## config.mk

```make
export PLATFORM = sky130hd
export DESIGN_NAME = pipe_stall_ctrl
export DESIGN_NICKNAME = d
export VERILOG_FILES = /design/src/rtl/pipe_stall_ctrl.sv
export SDC_FILE = /design/constraint.sdc
export NUM_CORES = 1
export LEC_CHECK = 0
export ABC_AREA = 1
export ABC_CLOCK_PERIOD_IN_PS = 2800
export BUFFER_PORTS_ARGS = -buffer_cell sky130_fd_sc_hd__buf_4
export CELL_PAD_IN_SITES_DETAIL_PLACEMENT = 1
export CELL_PAD_IN_SITES_GLOBAL_PLACEMENT = 1
export CORE_ASPECT_RATIO = 1.5
export CORE_MARGIN = 2
export CORE_UTILIZATION = 25
export CTS_CLUSTER_DIAMETER = 50
export DETAILED_ROUTE_END_ITERATION = 8
export PLACE_DENSITY_LB_ADDON = 0.1
export SLEW_MARGIN = 20
export SYNTH_ARGS = -nofsm -noshare
export SYNTH_HDL_FRONTEND = slang
export SYNTH_SLANG_ARGS = --single-unit
```

## constraint.sdc

```tcl
create_clock -name clk -period 2.8 [get_ports clk]
set_input_delay 0.14 -clock clk [delete_from_list [all_inputs] [get_ports clk]]
set_output_delay 0.14 -clock clk [all_outputs]
set_load 0.02 [all_outputs]
```

## src/rtl/pipe_stall_ctrl.sv

```systemverilog
// Central stall/flush controller for the 5-stage pipeline: merges stall requests, turns MEM-stage
// exceptions into a single flush + redirect, and tracks stall watchdog / stall-cycle statistics.
module pipe_stall_ctrl #(
    parameter logic [31:0] EXC_VECTOR = 32'hBFC00380,
    parameter int unsigned WDOG_LIMIT = 1024,
    parameter int unsigned WDOG_W     = 11
) (
    input  logic        clk,
    input  logic        rst,
    input  logic        stallreq_if_i,
    input  logic        stallreq_id_i,
    input  logic        stallreq_ex_i,
    input  logic        stallreq_mem_i,
    input  logic        excp_valid_i,
    input  logic        excp_eret_i,
    input  logic [31:0] excp_epc_i,
    output logic [5:0]  stall_o,
    output logic        flush_o,
    output logic [31:0] new_pc_o,
    output logic        stall_timeout_o,
    output logic [31:0] stall_cycles_o
);

    typedef enum logic {IDLE, DEFER} state_e;

    localparam logic [5:0]        STALL_MEM = 6'b011111;
    localparam logic [5:0]        STALL_EX  = 6'b001111;
    localparam logic [5:0]        STALL_ID  = 6'b000111;
    localparam logic [5:0]        STALL_IF  = 6'b000011;
    localparam logic [WDOG_W-1:0] WD_MAX    = WDOG_W'(WDOG_LIMIT);

    state_e             state_q, state_d;
    logic               eret_q, eret_d;
    logic [31:0]        epc_q, epc_d;
    logic [WDOG_W-1:0]  wd_q, wd_d;
    logic               timeout_q, timeout_d;
    logic [31:0]        cyc_q, cyc_d;
    logic [5:0]         req_stall;

    always_comb begin
        if (stallreq_mem_i)     req_stall = STALL_MEM;
        else if (stallreq_ex_i) req_stall = STALL_EX;
        else if (stallreq_id_i) req_stall = STALL_ID;
        else if (stallreq_if_i) req_stall = STALL_IF;
        else                    req_stall = 6'b000000;
    end

    always_comb begin
        state_d  = state_q;
        eret_d   = eret_q;
        epc_d    = epc_q;
        stall_o  = 6'b000000;
        flush_o  = 1'b0;
        new_pc_o = 32'h0;
        // Outputs are combinational, so reset must mask them in the same cycle.
        if (!rst) begin
            case (state_q)
                IDLE: begin
                    if (excp_valid_i && !stallreq_mem_i) begin
                        flush_o  = 1'b1;
                        new_pc_o = excp_eret_i ? excp_epc_i : EXC_VECTOR;
                    end else if (excp_valid_i) begin
                        stall_o = STALL_MEM;
                        eret_d  = excp_eret_i;
                        epc_d   = excp_epc_i;
                        state_d = DEFER;
                    end else begin
                        stall_o = req_stall;
                    end
                end
                DEFER: begin
                    // Only MEM matters here: the held exception waits for the data bus alone.
                    if (stallreq_mem_i) begin
                        stall_o = STALL_MEM;
                    end else begin
                        flush_o  = 1'b1;
                        new_pc_o = eret_q ? epc_q : EXC_VECTOR;
                        eret_d   = 1'b0;
                        epc_d    = 32'h0;
                        state_d  = IDLE;
                    end
                end
                default: state_d = IDLE;
            endcase
        end
    end

    always_comb begin
        if (stall_o == 6'b000000 || flush_o) wd_d = '0;
        else if (wd_q == WD_MAX)             wd_d = wd_q;
        else                                 wd_d = wd_q + 1'b1;
        timeout_d = timeout_q | (wd_d == WD_MAX);
        cyc_d     = cyc_q + {31'b0, (stall_o != 6'b000000)};
    end

    always_ff @(posedge clk) begin
        if (rst) begin
            state_q   <= IDLE;
            eret_q    <= 1'b0;
            epc_q     <= 32'h0;
            wd_q      <= '0;
            timeout_q <= 1'b0;
            cyc_q     <= 32'h0;
        end else begin
            state_q   <= state_d;
            eret_q    <= eret_d;
            epc_q     <= epc_d;
            wd_q      <= wd_d;
            timeout_q <= timeout_d;
            cyc_q     <= cyc_d;
        end
    end

    assign stall_timeout_o = timeout_q;
    assign stall_cycles_o  = cyc_q;

endmodule

```

==> impl_metrics.csv <==
group,metric,value,unit
pwr,power.total,2.721,mW
routing,antenna_left,0,
yosys,syn_area_per_cell,6.558,um^2
yosys,synth_compound_area_frac,0.1433,
sta,fmax,0.4150,GHz
routing,first_pass_iters,4,
cts,cts.sinks,78,
pwr,peakVddDrop,0.1974,mV
sta,setup_violations,0,
worst_setup_path,crit_top_cell,"buf_4",
worst_setup_path,cp-start-kind,"flop",
layout,area_growth,30.51,%
yosys,ys_seq_area_frac,0.3658,
cts,postCtsHoldBufs,0,
routing,routed_wl,15.51,mm
sta,worstMarginPinSlew,921.4,ps
worst_setup_path,critPathKind,"reg2out",
placed_design,portBuffers,110,
cts,clk_pin_slew,60,ps
yosys,synth-simple-area-share,0.3728,
worst_setup_path,crit_slowest_cell,"dfxtp_1",
grt,grt_overflow,0,
yosys,synthMuxAreaShare,0,
grt,grtUsageTotal,0.1728,
routing,drtIter0Drc,172,
cts,tritoncts,"built",
worst_setup_path,crit_chain,"inv_2 > nor2_1 > buf_4 > inv_4 > nor2_1 > buf_4 > nand2_1 > a21oi_1 > buf_4",
yosys,netlist_area,4269,um^2
worst_setup_path,cp-end-kind,"output port",
yosys,synthAdderAreaFrac,0.01172,
worst_setup_path,crit_fanout,34,
sta,drv_slew,0,
cts,ctsResizeCount,0,
pwr,p_leak,2.236,nW
routing,vias,4698,
layout,antenna-diode-count,0,
die,die_h,164.0,um
yosys,yosysWarnings,0,
pwr,power_density,488.4,nW/um^2
worst_setup_path,required,2660,ps
yosys,synthXorXnorAreaFrac,0.01231,
yosys,synth.distinct_cells,34,
die,die-area,18160,um^2
cts,clk_path_buf_depth,2,
sta,fin_skew,7.699,ps
placed_design,dp_cells,945,
cts,clock_latency,350,ps
routing,drc,0,
routing,wl_per_cell,16.14,um
yosys,ys_ff_latch,78,
yosys,synthCells,651,
yosys,synth_top_family_by_area,"simple AND/OR/NAND/NOR gates",
sta,hold_violations,0,
grt,grt_max_degree,84,
layout,fin_nets,790,
sta,fin_crit_sh,0.8607,
die,core_area,16760,um^2
sta,relSlewSlack,0.3857,
die,rows,58,
sta,period_minus_slack,2410,ps
layout,post_route_cells_drive_above_1_share,0.2344,
run,max_cap_violations,0,
die,io_pins,112,
worst_setup_path,worstPathArrival,2270,ps
routing,viasPerCell,4.889,
grt,grt_pass1_vias,4925,
die,start_util,0.2547,
sta,fin_setup_tns,0,ps
cts,post-cts-setup-buffers,0,
sta,grt_setup_unrepaired,"false",
worst_hold_path,hold_class,"in2reg",
cts,cts-root-buf,"clkbuf_16",
placed_design,dp_hpwl,11.47,mm
layout,instances_no_fill,961,
die,die_w,110.7,um
worst_setup_path,cp_slowest_stage_delay,360,ps
grt,antenna_found_initial,0,
cts,htreeDepth,3,
yosys,synth_fp_nets,695,
cts,cts_inserted_buffers,9,
outcome,status,"finished, final reports clean",
placed_design,routabilityCongestion,0.8028,
grt,grt_pass1_wl,24.85,mm
==> logic make-up after synthesis <==
group           count (synthesis)
fa+ha+maj                       4
flops                          78
simple gates                  341
compound gates                121
xor+xnor                        6
buf+inv                       100
other cells                     1
==> stage by stage <==
stage	setup slack, ps	hold WS (ps)	cell area (um^2)	utilization
2_1_floorplan	834.9	297.0	4269	-
3_3_place_gp	542.6	406.6	5268	0.3142
3_5_place_dp	476.0	420.8	5268	0.3142
4_1_cts	130.0	36.29	5569	0.3322
5_1_grt	158.5	62.58	5572	0.3324
6_report	390.1	51.88	5572	0.3324
==> worst paths after layout <==
kind | startpoint | to | slack, ps | depth (start not counted)
worst max-delay path | state_q | new_pc_o[21] | 390 | 9
worst min-delay path | rst | stall_cycles_o[18] | 50 | 2
worst max register to register | state_q | stall_cycles_o[30] | 580 | 14
worst min register to register | stall_timeout_o | stall_timeout_o | 470 | 2
==> cell type report <==
cell class              count  area [um^2]
fillers                  2154        11190
multi-input cells         473         2310
flip-flops and latches     78         1562
repair buffers            118        885.9
well taps                 210        262.8
inverters                  66        250.2
clock buffers              11        242.7
clock inverters             5        58.81
==> routing by layer <==
metal / up-vias / wire length [um] / global-route usage
li1: 2317 / - / -
met1: 2270 / 5908 / 0.1742
met2: 90 / 8559 / 0.3380
met3: 21 / 627 / 0.03137
met4: 0 / 417 / 0.08580
met5: - / 0 / 0
==> power breakdown <==
group | internal (mW) | leakage (nW) | switching [mW] | total [mW]
Clock | 0.715 | 0.142 | 0.497 | 1.21
Sequential | 1.15 | 0.633 | 0.0258 | 1.17
Combinational | 0.127 | 1.46 | 0.210 | 0.337
==> synthesized netlist by cell type <==
cell type  count  area share
nand2_1      140        0.12
nand3_1       92        0.11
a21oi_1       86        0.10
dfxtp_1       78        0.37
nor2_1        54       0.047
inv_1         51       0.045
o21ai_0       30       0.035
clkbuf_1      22       0.019
inv_2         15       0.013
nor3_1        10       0.012
or2_0          9       0.013
nor2_2         7       0.010
buf_2          6      0.0070
nand4_1        6      0.0088
nor3_2         6       0.014
ha_1           4       0.012
nand3_2        4      0.0094
nor2_4         4       0.011
xor2_1         4      0.0082
buf_1          3      0.0026
nand2_2        3      0.0044
buf_4          2      0.0035
o21ai_1        2      0.0023
or2_2          2      0.0029
xnor2_1        2      0.0041
a21o_1         1      0.0018
buf_6          1      0.0026
conb_1         1     0.00088
nand3b_1       1      0.0018
nand4_2        1      0.0029
nor3b_2        1      0.0029
nor4_1         1      0.0015
o21a_1         1      0.0018
o22ai_1        1      0.0015
==> state kept, by name, indices dropped and copies added, names as in the netlist <==
| signal | count |
|---|---|
| stall_cycles_o | 32 |
| stall_timeout_o | 1 |
| state_q | 1 |
| wd_q | 11 |
| eret_q | 1 |
| epc_q | 32 |
==> placed cells by master, fill, tap and decap left out, types with 3 or more instances in the layout <==
cell type / instances
ha_1: 4
clkbuf_16: 9
nor2_1: 54
nor2_4: 4
nor2_2: 7
buf_4: 118
dfxtp_1: 78
inv_2: 14
inv_1: 51
nor3_2: 6
xor2_1: 4
nand3_1: 92
a21oi_1: 86
nand2_2: 3
or2_0: 9
o21ai_0: 30
nor3_1: 10
nand2_1: 140
nand3_2: 4
nand4_1: 6
==> worst max-delay path, delay by kind of cell (launching register included) <==
family                 cells  cell delay [ps]
buffers and inverters      5             1000
DFF                        1              360
and+or+nand+nor            3              350
AOI/OAI and AO/OA          1              180
(Power assumes the default switching activity.)
